[src/rtl/fifo_word_packer.sv]
// Drains bytes from a synchronous FIFO read port and packs them into words on a
// valid/ready output; a flush emits any held partial word with a byte-keep mask.
module fifo_word_packer #(
    parameter int DATA_WIDTH = 8,
    parameter int WORD_BYTES = 4
) (
    input  logic                             clk,
    input  logic                             rst,
    input  logic                             fifo_empty,
    input  logic [DATA_WIDTH-1:0]            fifo_data,
    output logic                             fifo_rd_en,
    input  logic                             flush,
    output logic                             out_valid,
    input  logic                             out_ready,
    output logic [DATA_WIDTH*WORD_BYTES-1:0] out_data,
    output logic [WORD_BYTES-1:0]            out_keep
);

    localparam int CW = $clog2(WORD_BYTES + 1);
    localparam logic [CW-1:0] WB_CNT = CW'(WORD_BYTES);
    localparam logic [CW:0]   WB_OCC = (CW + 1)'(WORD_BYTES);

    logic [WORD_BYTES-1:0][DATA_WIDTH-1:0] asm_q, asm_d;
    logic [CW-1:0]                         held_q, held_d;
    logic                                  inflight_q;
    logic                                  flush_pend_q, flush_pend_d;
    logic [DATA_WIDTH*WORD_BYTES-1:0]      out_data_q, out_data_d;
    logic [WORD_BYTES-1:0]                 out_keep_q, out_keep_d;
    logic                                  out_valid_q, out_valid_d;

    logic                                  out_free;
    logic [CW:0]                           occ;
    logic [CW-1:0]                         held_cap;
    logic                                  word_done;
    logic                                  flush_ready;
    logic [DATA_WIDTH*WORD_BYTES-1:0]      part_data;
    logic [WORD_BYTES-1:0]                 part_keep;

    // Partial word is only formed with nothing in flight, so the registered
    // assembly contents and count are already final.
    generate
        for (genvar gi = 0; gi < WORD_BYTES; gi++) begin : g_part
            localparam logic [CW-1:0] IDX = CW'(gi);
            assign part_keep[gi] = (held_q > IDX);
            assign part_data[gi*DATA_WIDTH +: DATA_WIDTH] = part_keep[gi] ? asm_q[gi] : '0;
        end
    endgenerate

    always_comb begin
        out_free = !out_valid_q || out_ready;
        occ      = {1'b0, held_q} + {{CW{1'b0}}, inflight_q};
        // Only pop when the returning byte is guaranteed a slot.
        fifo_rd_en = !rst && !fifo_empty && !flush_pend_q &&
                     ((occ < WB_OCC) || ((occ == WB_OCC) && out_free));

        asm_d = asm_q;
        for (int i = 0; i < WORD_BYTES; i++) begin
            if (inflight_q && (held_q == CW'(i))) begin
                asm_d[i] = fifo_data;
            end
        end
        held_cap    = held_q + {{(CW-1){1'b0}}, inflight_q};
        held_d      = held_cap;
        word_done   = (held_cap == WB_CNT);
        flush_ready = flush_pend_q && !inflight_q;

        out_data_d   = out_data_q;
        out_keep_d   = out_keep_q;
        out_valid_d  = out_valid_q;
        flush_pend_d = flush_pend_q;

        if (out_valid_q && out_ready) begin
            out_valid_d = 1'b0;
        end

        // A completed full word always goes out before a pending flush resolves.
        if (word_done) begin
            if (out_free) begin
                out_data_d  = asm_d;
                out_keep_d  = '1;
                out_valid_d = 1'b1;
                held_d      = '0;
            end
        end else if (flush_ready) begin
            if (held_q == '0) begin
                flush_pend_d = 1'b0;
            end else if (out_free) begin
                out_data_d   = part_data;
                out_keep_d   = part_keep;
                out_valid_d  = 1'b1;
                held_d       = '0;
                flush_pend_d = 1'b0;
            end
        end

        if (flush) begin
            flush_pend_d = 1'b1;
        end
    end

    always_ff @(posedge clk or posedge rst) begin
        if (rst) begin
            asm_q        <= '0;
            held_q       <= '0;
            inflight_q   <= 1'b0;
            flush_pend_q <= 1'b0;
            out_data_q   <= '0;
            out_keep_q   <= '0;
            out_valid_q  <= 1'b0;
        end else begin
            asm_q        <= asm_d;
            held_q       <= held_d;
            inflight_q   <= fifo_rd_en;
            flush_pend_q <= flush_pend_d;
            out_data_q   <= out_data_d;
            out_keep_q   <= out_keep_d;
            out_valid_q  <= out_valid_d;
        end
    end

    assign out_data  = out_data_q;
    assign out_keep  = out_keep_q;
    assign out_valid = out_valid_q;

endmodule

[config.mk]
export PLATFORM = sky130hd
export DESIGN_NAME = fifo_word_packer
export DESIGN_NICKNAME = d
export VERILOG_FILES = /design/src/rtl/fifo_word_packer.sv
export SDC_FILE = /design/constraint.sdc
export NUM_CORES = 1
export LEC_CHECK = 0
export ABC_CLOCK_PERIOD_IN_PS = 2900
export CAP_MARGIN = 20
export CORE_MARGIN = 4
export CORE_UTILIZATION = 40
export DETAILED_ROUTE_END_ITERATION = 10
export GPL_ROUTABILITY_DRIVEN = 0
export SLEW_MARGIN = 5
export SYNTH_ARGS = -nofsm -noshare
export SYNTH_HDL_FRONTEND = slang
export SYNTH_SLANG_ARGS = --single-unit
[constraint.sdc]
create_clock -name clk -period 2.9 [get_ports clk]
set_input_delay 0.725 -clock clk [delete_from_list [all_inputs] [get_ports clk]]
set_output_delay 0.725 -clock clk [all_outputs]
set_load 0.1 [all_outputs]
==> results of run 1 <==
[Yosys cell counts, drive strengths merged (2+ instances only)]
cell type / instances
dfrtp: 74
mux2: 32
a2bb2oi: 26
a21oi: 18
o31ai: 17
buf: 15
inv: 10
nand3: 9
o32a: 9
clkbuf: 8
o221a: 8
o22a: 8
nor2: 6
nand2b: 3
a21boi: 2
ha: 2
or2: 2
or3: 2
[flip-flops by register name, indices dropped and copies added, names as in the netlist]
| name | count |
|---|---|
| out_keep | 4 |
| asm_q | 32 |
| inflight_q | 1 |
| out_data | 32 |
| flush_pend_q | 1 |
| held_q | 3 |
| out_valid | 1 |
[placed cells by master, fill, tap and decap left out, types with 2 or more instances in the layout]
cell and n:
buf_12 3, nand3_1 8, clkdlybuf4s50_1 12, clkbuf_8 11, o32a_1 9, ha_4 2, or3_1 2, o31ai_1 17
o221a_2 8, a21boi_0 2, buf_4 46, clkbuf_1 3, mux2_2 31, inv_1 9, nor2_1 4, o22a_1 8
dfrtp_1 73, nand2b_1 3, a2bb2oi_1 26, or2_2 2, a21oi_1 17
[per-layer routing]
layer	vias up	GRT usage [%]	wire, um
li1	1127	-	-
met1	1203	24.74	3889
met2	52	27.06	3906
met3	8	4.170	380
met4	0	4.974	102
met5	-	0	0
[final cells by class]
class	instances	area, sq um
fill	767	4084
sequential	74	1853
multi-input combinational	160	1464
timing repair buffer	61	525.5
clock buffer	14	162.7
tap	105	131.4
inverter	10	37.54
[cell families after synthesis]
kind of cell / count (synthesis) / synth area share [%]
AOI/OAI and AO/OA: 94 / 22.28
DFF: 74 / 54.31
buffers and inverters: 33 / 4.954
muxes: 32 / 10.57
and+or+nand+nor: 30 / 6.202
xor gates and xnor gates: 2 / 0.9544
adders and majority gates: 2 / 0.7338
[worst max path at each step]
| stage | from | to | slack, ps |
|---|---|---|---|
| global placement | rst | fifo_rd_en | 180 |
| detailed placement | rst | fifo_rd_en | 150 |
| CTS | held_q[0]$_DFF_PP0_ | fifo_rd_en | 30 |
| finish | held_q[0]$_DFF_PP0_ | fifo_rd_en | 120 |
| global route | held_q[0]$_DFF_PP0_ | fifo_rd_en | 40 |
| floorplan | held_q[0]$_DFF_PP0_ | fifo_rd_en | -240 |
[per-stage QoR]
| stage | utilization [%] | std cells | instance area [sq um] | setup WS [ps] | TNS [ps] |
|---|---|---|---|---|---|
| global placement | 48.48 | 410 | 4004 | 176.3 | 0 |
| finish | 50.55 | 424 | 4174 | 119.0 | 0 |
| global route | 50.55 | 424 | 4174 | 36.55 | 0 |
| floorplan | - | 267 | 3488 | -243.2 | -243.2 |
| CTS | 50.48 | 424 | 4169 | 33.53 | 0 |
| detailed placement | 48.48 | 410 | 4004 | 153.5 | 0 |
[timing repair]
action / CTS / global route
setup endpoints to repair: 1 / 1
hold buffers: 0 / 0
gates resized for setup: 1 / 1
[worst max-delay path, cell delays in order (launching register included)]
cell      delay [ps]
dfrtp_2          490
ha_4             200
ha_4             230
nor2_4           160
a21oi_4           80
a311oi_4         320
buf_12           220
==> impl_results.md, run 1 <==
- Hold Path Sink: out_keep[0]$_DFFE_PP0P_
- Critical path type: reg2out
- Post-Syn Area: 3410 sq um
- Ant diodes: 0
- Hold Worst Slack: 485.2 ps
- Clk buf depth: 2
- Final Cycle Share: between 90% and 100%
- Dpl hpwl: roughly 5 mm
- Final Hold Viols: 0
- Top cells by area, synth: dfrtp_1 (54%), mux2_2 (10%), a2bb2oi_1 (6.7%)
- Vias: 2390
- Mapped Cells: around 270
- Top_reg_cell synth: dfrtp_1
- Clk_lat worst skew: 340 ps
- Largest net degree at the start of global routing: 75
- Die area: roughly 10000 sq um
- Max-Slew Margin vs Limit: between 50 and 60%
- Initial antenna violation count: 0
- Postcts setup bufs: 0
- Starting density of the core: 41.29%
- Vias per Instance: around 5.6
- Crit Path Max Fanout: 7
- # IOs: 51
- Nets@finish: 331
- Minimum clock period: between 2000 and 3000 ps
- Antenna-violating nets left: 0
- Status: completed
- First-pass iteration count of the detailed router: 4
- Post-synth ARST share: 100.0%
- F_max: 0.3596 GHz
- Cell taking the most area after synthesis: dfrtp_1
- Total GRT Usage: 17.54%
- Unrepaired setup endpoints after global routing: no
- Die Height: between 100 and 150 um
- YS warnings: 0
- Netlist cell types: 40
- #FFs+latches synth: 74
- DRT Wirelength: just over 8 mm
- Clk slew on worst S/H paths: 80 ps
- Drc violations: 0
- TritonCTS Buffers: 9
- CTS tree: done
- Share of the synthesized area in the top cell type: between 50 and 60%
- Site Rows: 33
- Syn Nets: between 200 and 300
- Max Cap Viol: 0
- Layout cell share with drive strength beyond 1: 37.62%
- Htree depth: 3
- Worst path required time: 2170 ps
- Slew @ Worst Pin: 689.2 ps
- Via count of the first global-routing pass: approximately 2500
- Core Area: 8258 sq um
- Synth-to-layout area growth: 22.42%
- DIE WIDTH: 100.3 um
- Startpoint types: register
- Root cell of the clock tree: clkbuf_8
- Sink Count: 74
- Port bufs: 50
- Hold depth: 1
- Global-route wire length before repair: 13.48 mm
- Seq/Total Area, Yosys: 54.31%
- HP Class: reg2reg
- DR iter-0 viols: 79
- Reg-to-reg startpoint: held_q[0]$_DFF_PP0_
- Crit path arrival time: approximately 2100 ps
- Max Slew Vio Count: 0
- Internal reg-to-reg setup slack: between 400 and 500 ps
- Syn_area_per_cell: ~13 sq um
- WL per Instance: about 20 um
- Fin Clk Skew: 11.01 ps
- Post-synth EDFFs: 0
- Worst flop-to-flop path endpoint: out_data[17]$_DFFE_PP0P_
- # setup viols final: 0
- Critical path capture point type: output pin
- Cells on worst reg2reg path: 7
- Hold Startpoint: out_keep[0]$_DFFE_PP0P_
- Total gr overflow: 0
Power of run 1 is not shown: default switching activity piles up to over one toggle a cycle in this logic, so the estimate is an artifact.
==> inputs of run 2 (changes only) <==
Settings changed: CORE_MARGIN 4 to 2.
==> run 2 against run 1 <==
Die area decreased by 7.8%. First-iteration DRC count rose by 7.6%. Count of clock-buffer cells in the layout decreased by 3. Worst hold slack improved by 4.5 ps. Register-to-register slack lost 50 ps. Critical path depth is the same. Fmax increased by 0.32%. Routed wire length increased by 1.7%. Critical path type unchanged. Critical endpoint unchanged.
==> impl_results.md, run 2 (synthesis gave the netlist of run 1 again) <==
- Vias per Instance: 5.673
- Cells on worst reg2reg path: 7
- Layout cell share with drive strength beyond 1: 39.32%
- Clk slew on worst S/H paths: 80 ps
- FILL cells: 771
- DR iter-0 viols: 85
- Worst path slowest cell: dfrtp_2
- Largest net degree at the start of global routing: 27
- Final Hold Viols: 0
- Critical path capture point type: output pin
- Die area: a little over 9000 sq um
- Status: completed
- WL per Instance: 19.67 um
- Critical path type: reg2out
- Max Slew Vio Count: 0
- Slew @ Worst Pin: 682.1 ps
- Starting density of the core: 41.29%
- Minimum clock period: roughly 2800 ps
- F_max: 0.3607 GHz
- Core Area: between 8000 and 9000 sq um
- Port bufs: 50
- # IOs: 51
- Hold Worst Slack: ~490 ps
- Max stage delay on crit path: roughly 490 ps
- Clk_lat worst skew: 340 ps
- HP Class: reg2reg
- Critical-path cell list: ha_4 -> ha_4 -> nor2_4 -> a21oi_4 -> a311oi_4 -> buf_12
- Drc violations: 0
- CP Depth: 6
- Max-Slew Margin vs Limit: 54.53%
- # setup viols final: 0
- Dpl hpwl: approximately 5.4 mm
- Synth-to-layout area growth: 23.89%
- Clk buf depth: 2
- Sink Count: 74
- Worst Path Buf+Inv: 1
- Total GRT Usage: 20.47%
- Max Cap Viol: 0
- First-pass iteration count of the detailed router: 4
- Worst path required time: 2170 ps
- Final Cycle Share: a little over nine tenths
- Crit path arrival time: 2050 ps
- Hold depth: 1
- Total gr overflow: 0
- Crit-path leading delay family: flip-flops
- DRT Wirelength: 8.420 mm
- Postcts setup bufs: 0
- Vias: 2428
- Sum of negative setup slack: 0 ps
- Die Height: 96.33 um
- Most frequent cells in the layout: dfrtp_1 (73), buf_4 (50), mux2_2 (31)
- DIE WIDTH: 96.33 um
- CTS tree: done
- Fin Clk Skew: 10.59 ps
- Nets@finish: 334
- Initial antenna violation count: 0
- Global-route wire length before repair: 13.95 mm
- Antenna-violating nets left: 0
- TritonCTS Buffers: 9
- Ant diodes: 0
- Unrepaired setup endpoints after global routing: no
- Most frequent CP cell: ha_4
- Startpoint types: register
- Final Util: 51.15%
- Site Rows: 33
- Crit Path Max Fanout: 7
- Htree depth: 3
- Via count of the first global-routing pass: 2556
- Commonest non-fill, non-tap cell in the layout: dfrtp_1
- Root cell of the clock tree: clkbuf_8
==> run 2: area by class of cell <==
| type | count | area (sq um) | share of cell area [%] |
|---|---|---|---|
| Sequential cell | 74 | 1853 | 43.87 |
| Inverter | 10 | 37.54 | 0.8886 |
| Tap cell | 105 | 131.4 | 3.110 |
| Clock buffer | 11 | 151.4 | 3.584 |
| Multi-Input combinational cell | 160 | 1464 | 34.66 |
| Clock inverter | 4 | 51.30 | 1.214 |
| Timing Repair Buffer | 64 | 535.5 | 12.68 |
==> run 2: through the flow <==
| stage | area (sq um) | std cells | worst slack (ps) |
|---|---|---|---|
| 4_1_cts | 4219 | 428 | 42.16 |
| 5_1_grt | 4224 | 428 | 53.30 |
| 3_3_place_gp | 4014 | 413 | 178.2 |
| 2_1_floorplan | 3488 | 267 | -243.2 |
| 6_report | 4224 | 428 | 127.9 |
| 3_5_place_dp | 4014 | 413 | 159.7 |
==> run 2: path summary, 6_finish.rpt <==
| check | to | from | slack (ps) |
|---|---|---|---|
| max | fifo_rd_en | held_q[0]$_DFF_PP0_ | 130 |
| min | out_keep[0]$_DFFE_PP0P_ | out_keep[0]$_DFFE_PP0P_ | 490 |
| max reg2reg | out_data[27]$_DFFE_PP0P_ | held_q[0]$_DFF_PP0_ | 440 |
| min reg2reg | out_keep[0]$_DFFE_PP0P_ | out_keep[0]$_DFFE_PP0P_ | 490 |
| max in group asynchronous | asm_q[25]$_DFF_PP0_ | rst | 1460 |
| min in group asynchronous | asm_q[30]$_DFF_PP0_ | rst | 780 |
==> run 2: worst register-to-register path, delay by kind of cell, from the launching register on <==
family / cells / cell delay, ps
AO/OA/AOI/OAI: 2 / 440
adder cells (fa/ha/maj): 2 / 450
buffers and inverters: 1 / 300
flip-flops: 1 / 490
AND/OR/NAND/NOR: 2 / 730
==> run 2: repair_timing <==
item | 4_1_cts | 5_1_grt
hold buffers | 0 | 0
endpoints found under the setup margin | 1 | 1
resized for setup | 1 | 1
==> run 2: metal layers <==
layer	routed length, um	global-route usage [%]	up-vias
li1	-	-	1132
met1	3873	28.06	1235
met2	4084	32.00	54
met3	347	5.247	7
met4	115	6.221	0
met5	0	0	-
Power of run 2 is left out for the same reason.
==> inputs of run 3 (changes only) <==
Settings changed: CELL_PAD_IN_SITES_DETAIL_PLACEMENT set to 2, CELL_PAD_IN_SITES_GLOBAL_PLACEMENT set to 2, CORE_UTILIZATION 40 to 37, PLACE_DENSITY_LB_ADDON set to 0.1.
==> run 3 against run 2 <==
Count of clock-buffer cells in the layout fell by 1. Utilization fell by 4.3 points. Final area rose by 1.1%. Register-to-register slack got worse by 70 ps. Via count rose by 4.7%. Fmax fell by 1.0%. Worst setup slack got worse by 29 ps. Critical path type unchanged. Critical endpoint unchanged.
==> impl_results.md, run 3 (synthesis gave the netlist of run 1 again) <==
- Status: completed
- TritonCTS Buffers: 9
- Post-CTS Hold Fix Bufs: 0
- Crit-path leading delay family: flip-flops
- Most frequent CP cell: ha_4
- # setup viols final: 0
- Max Slew Vio Count: 0
- Fin Clk Skew: 8.029 ps
- HP Class: reg2reg
- Vias per Instance: 5.819
- Largest net degree at the start of global routing: 75
- Final Cycle Share: 96.58%
- WL per Instance: 22.05 um
- Root cell of the clock tree: clkbuf_8
- # IOs: 51
- Crit path arrival time: 2080 ps
- Slew @ Worst Pin: 727.6 ps
- Die area: 9999 sq um
- Port bufs: 50
- Nets@finish: 336
- Crit Path Max Fanout: 7
- DIE WIDTH: 100.0 um
- DRT Wirelength: 9.638 mm
- Die Height: 100.0 um
- Worst Path Buf+Inv: 1
- Ant diodes: 0
- Hold Worst Slack: 490.2 ps
- Vias: 2543
- Starting density of the core: 37.43%
- CTS tree: done
- DR iter-0 viols: 80
- Dpl hpwl: 5.948 mm
- Initial antenna violation count: 0
- Antenna-violating nets left: 0
- Total gr overflow: 0
- Global-route wire length before repair: 15.77 mm
- First-pass iteration count of the detailed router: 4
- Minimum clock period: 2801 ps
- Site Rows: 35
- Critical-path cell list: ha_4 -> ha_4 -> nor2_4 -> a21oi_4 -> a311oi_4 -> buf_12
- Critical path capture point type: output pin
- Max-Slew Margin vs Limit: ~51%
- Clk buf depth: 2
- Startpoint types: register
- Sum of negative setup slack: 0 ps
- Sink Count: 74
- Drc violations: 0
- Clk_lat worst skew: between 300 and 400 ps
- Worst path slowest cell: dfrtp_2
- Core Area: 9109 sq um
- Max Cap Viol: 0
- Synth-to-layout area growth: 25.28%
- Unrepaired setup endpoints after global routing: no
- F_max: ~0.36 GHz
- Htree depth: 3
- Max stage delay on crit path: 480 ps
- Total GRT Usage: between 20 and 25%
- Clk slew on worst S/H paths: around 80 ps
- Layout cell share with drive strength beyond 1: roughly two fifths
- Commonest non-fill, non-tap cell in the layout: dfrtp_1
- Final Hold Viols: 0
- Critical path type: reg2out
- FILL cells: 908
- Via count of the first global-routing pass: between 2000 and 3000
- Worst path required time: around 2200 ps
- Most frequent cells in the layout: dfrtp_1 (72), buf_4 (52), mux2_2 (31)
## run 3: final timing paths
path	from	cells after the start	endpoint	slack (ps)
hold / removal	out_keep[0]$_DFFE_PP0P_	1	out_keep[0]$_DFFE_PP0P_	490
setup / recovery	inflight_q$_DFF_PP0_	6	fifo_rd_en	100
max in group asynchronous	rst	3	asm_q[22]$_DFF_PP0_	1750
min in group asynchronous	rst	3	inflight_q$_DFF_PP0_	800
hold reg to reg	out_keep[0]$_DFFE_PP0P_	1	out_keep[0]$_DFFE_PP0P_	490
setup reg to reg	inflight_q$_DFF_PP0_	7	out_data[8]$_DFFE_PP0P_	370
## run 3: area by class of cell
class                      instances  area (sq um)  area share (%)
sequential                        74          1854           43.41
multi-input combinational        160          1464           34.27
timing repair buffer              66         550.5           12.89
tap                              111         138.9           3.251
clock buffer                      10         137.6           3.222
clock inverter                     6         88.84           2.080
inverter                          10         37.54          0.8787
## run 3: worst register-to-register path: cells and delay by family, from the launching register on
kind                       cells  cell delay [ps]
AOI/OAI and AO/OA              2              460
adders and majority gates      2              450
buffers and inverters          1              320
DFF                            1              480
and+or+nand+nor                2              740
## run 3: what timing repair did
item / CTS / global route
gates resized for setup: 3 / 0
setup buffers: 0 / 4
endpoints found under the setup margin: 1 / 1
pin swaps: 0 / 1
## run 3: stage by stage
| stage | cells | area, sq um | setup slack, ps | util (%) |
|---|---|---|---|---|
| 6_report | 437 | 4272 | 99.16 | 46.90 |
| 4_1_cts | 433 | 4242 | 16.50 | 46.57 |
| 3_3_place_gp | 417 | 4006 | 170.0 | 43.98 |
| 2_1_floorplan | 267 | 3488 | -243.2 | - |
| 3_5_place_dp | 417 | 4006 | 119.5 | 43.98 |
| 5_1_grt | 437 | 4272 | 7.545 | 46.90 |
## run 3: metal layers
layer / share of wire [%] / GRT usage, % / vias to the layer above / wire length, um
met1: 46 / 28.87 / 1353 / 4477
met4: 1.2 / 6.639 / 0 / 112
li1: - / - / 1135 / -
met2: 50 / 33.63 / 46 / 4792
met3: 2.6 / 3.134 / 9 / 254
met5: 0 / 0 / - / 0
Power of run 3 is left out for the same reason.
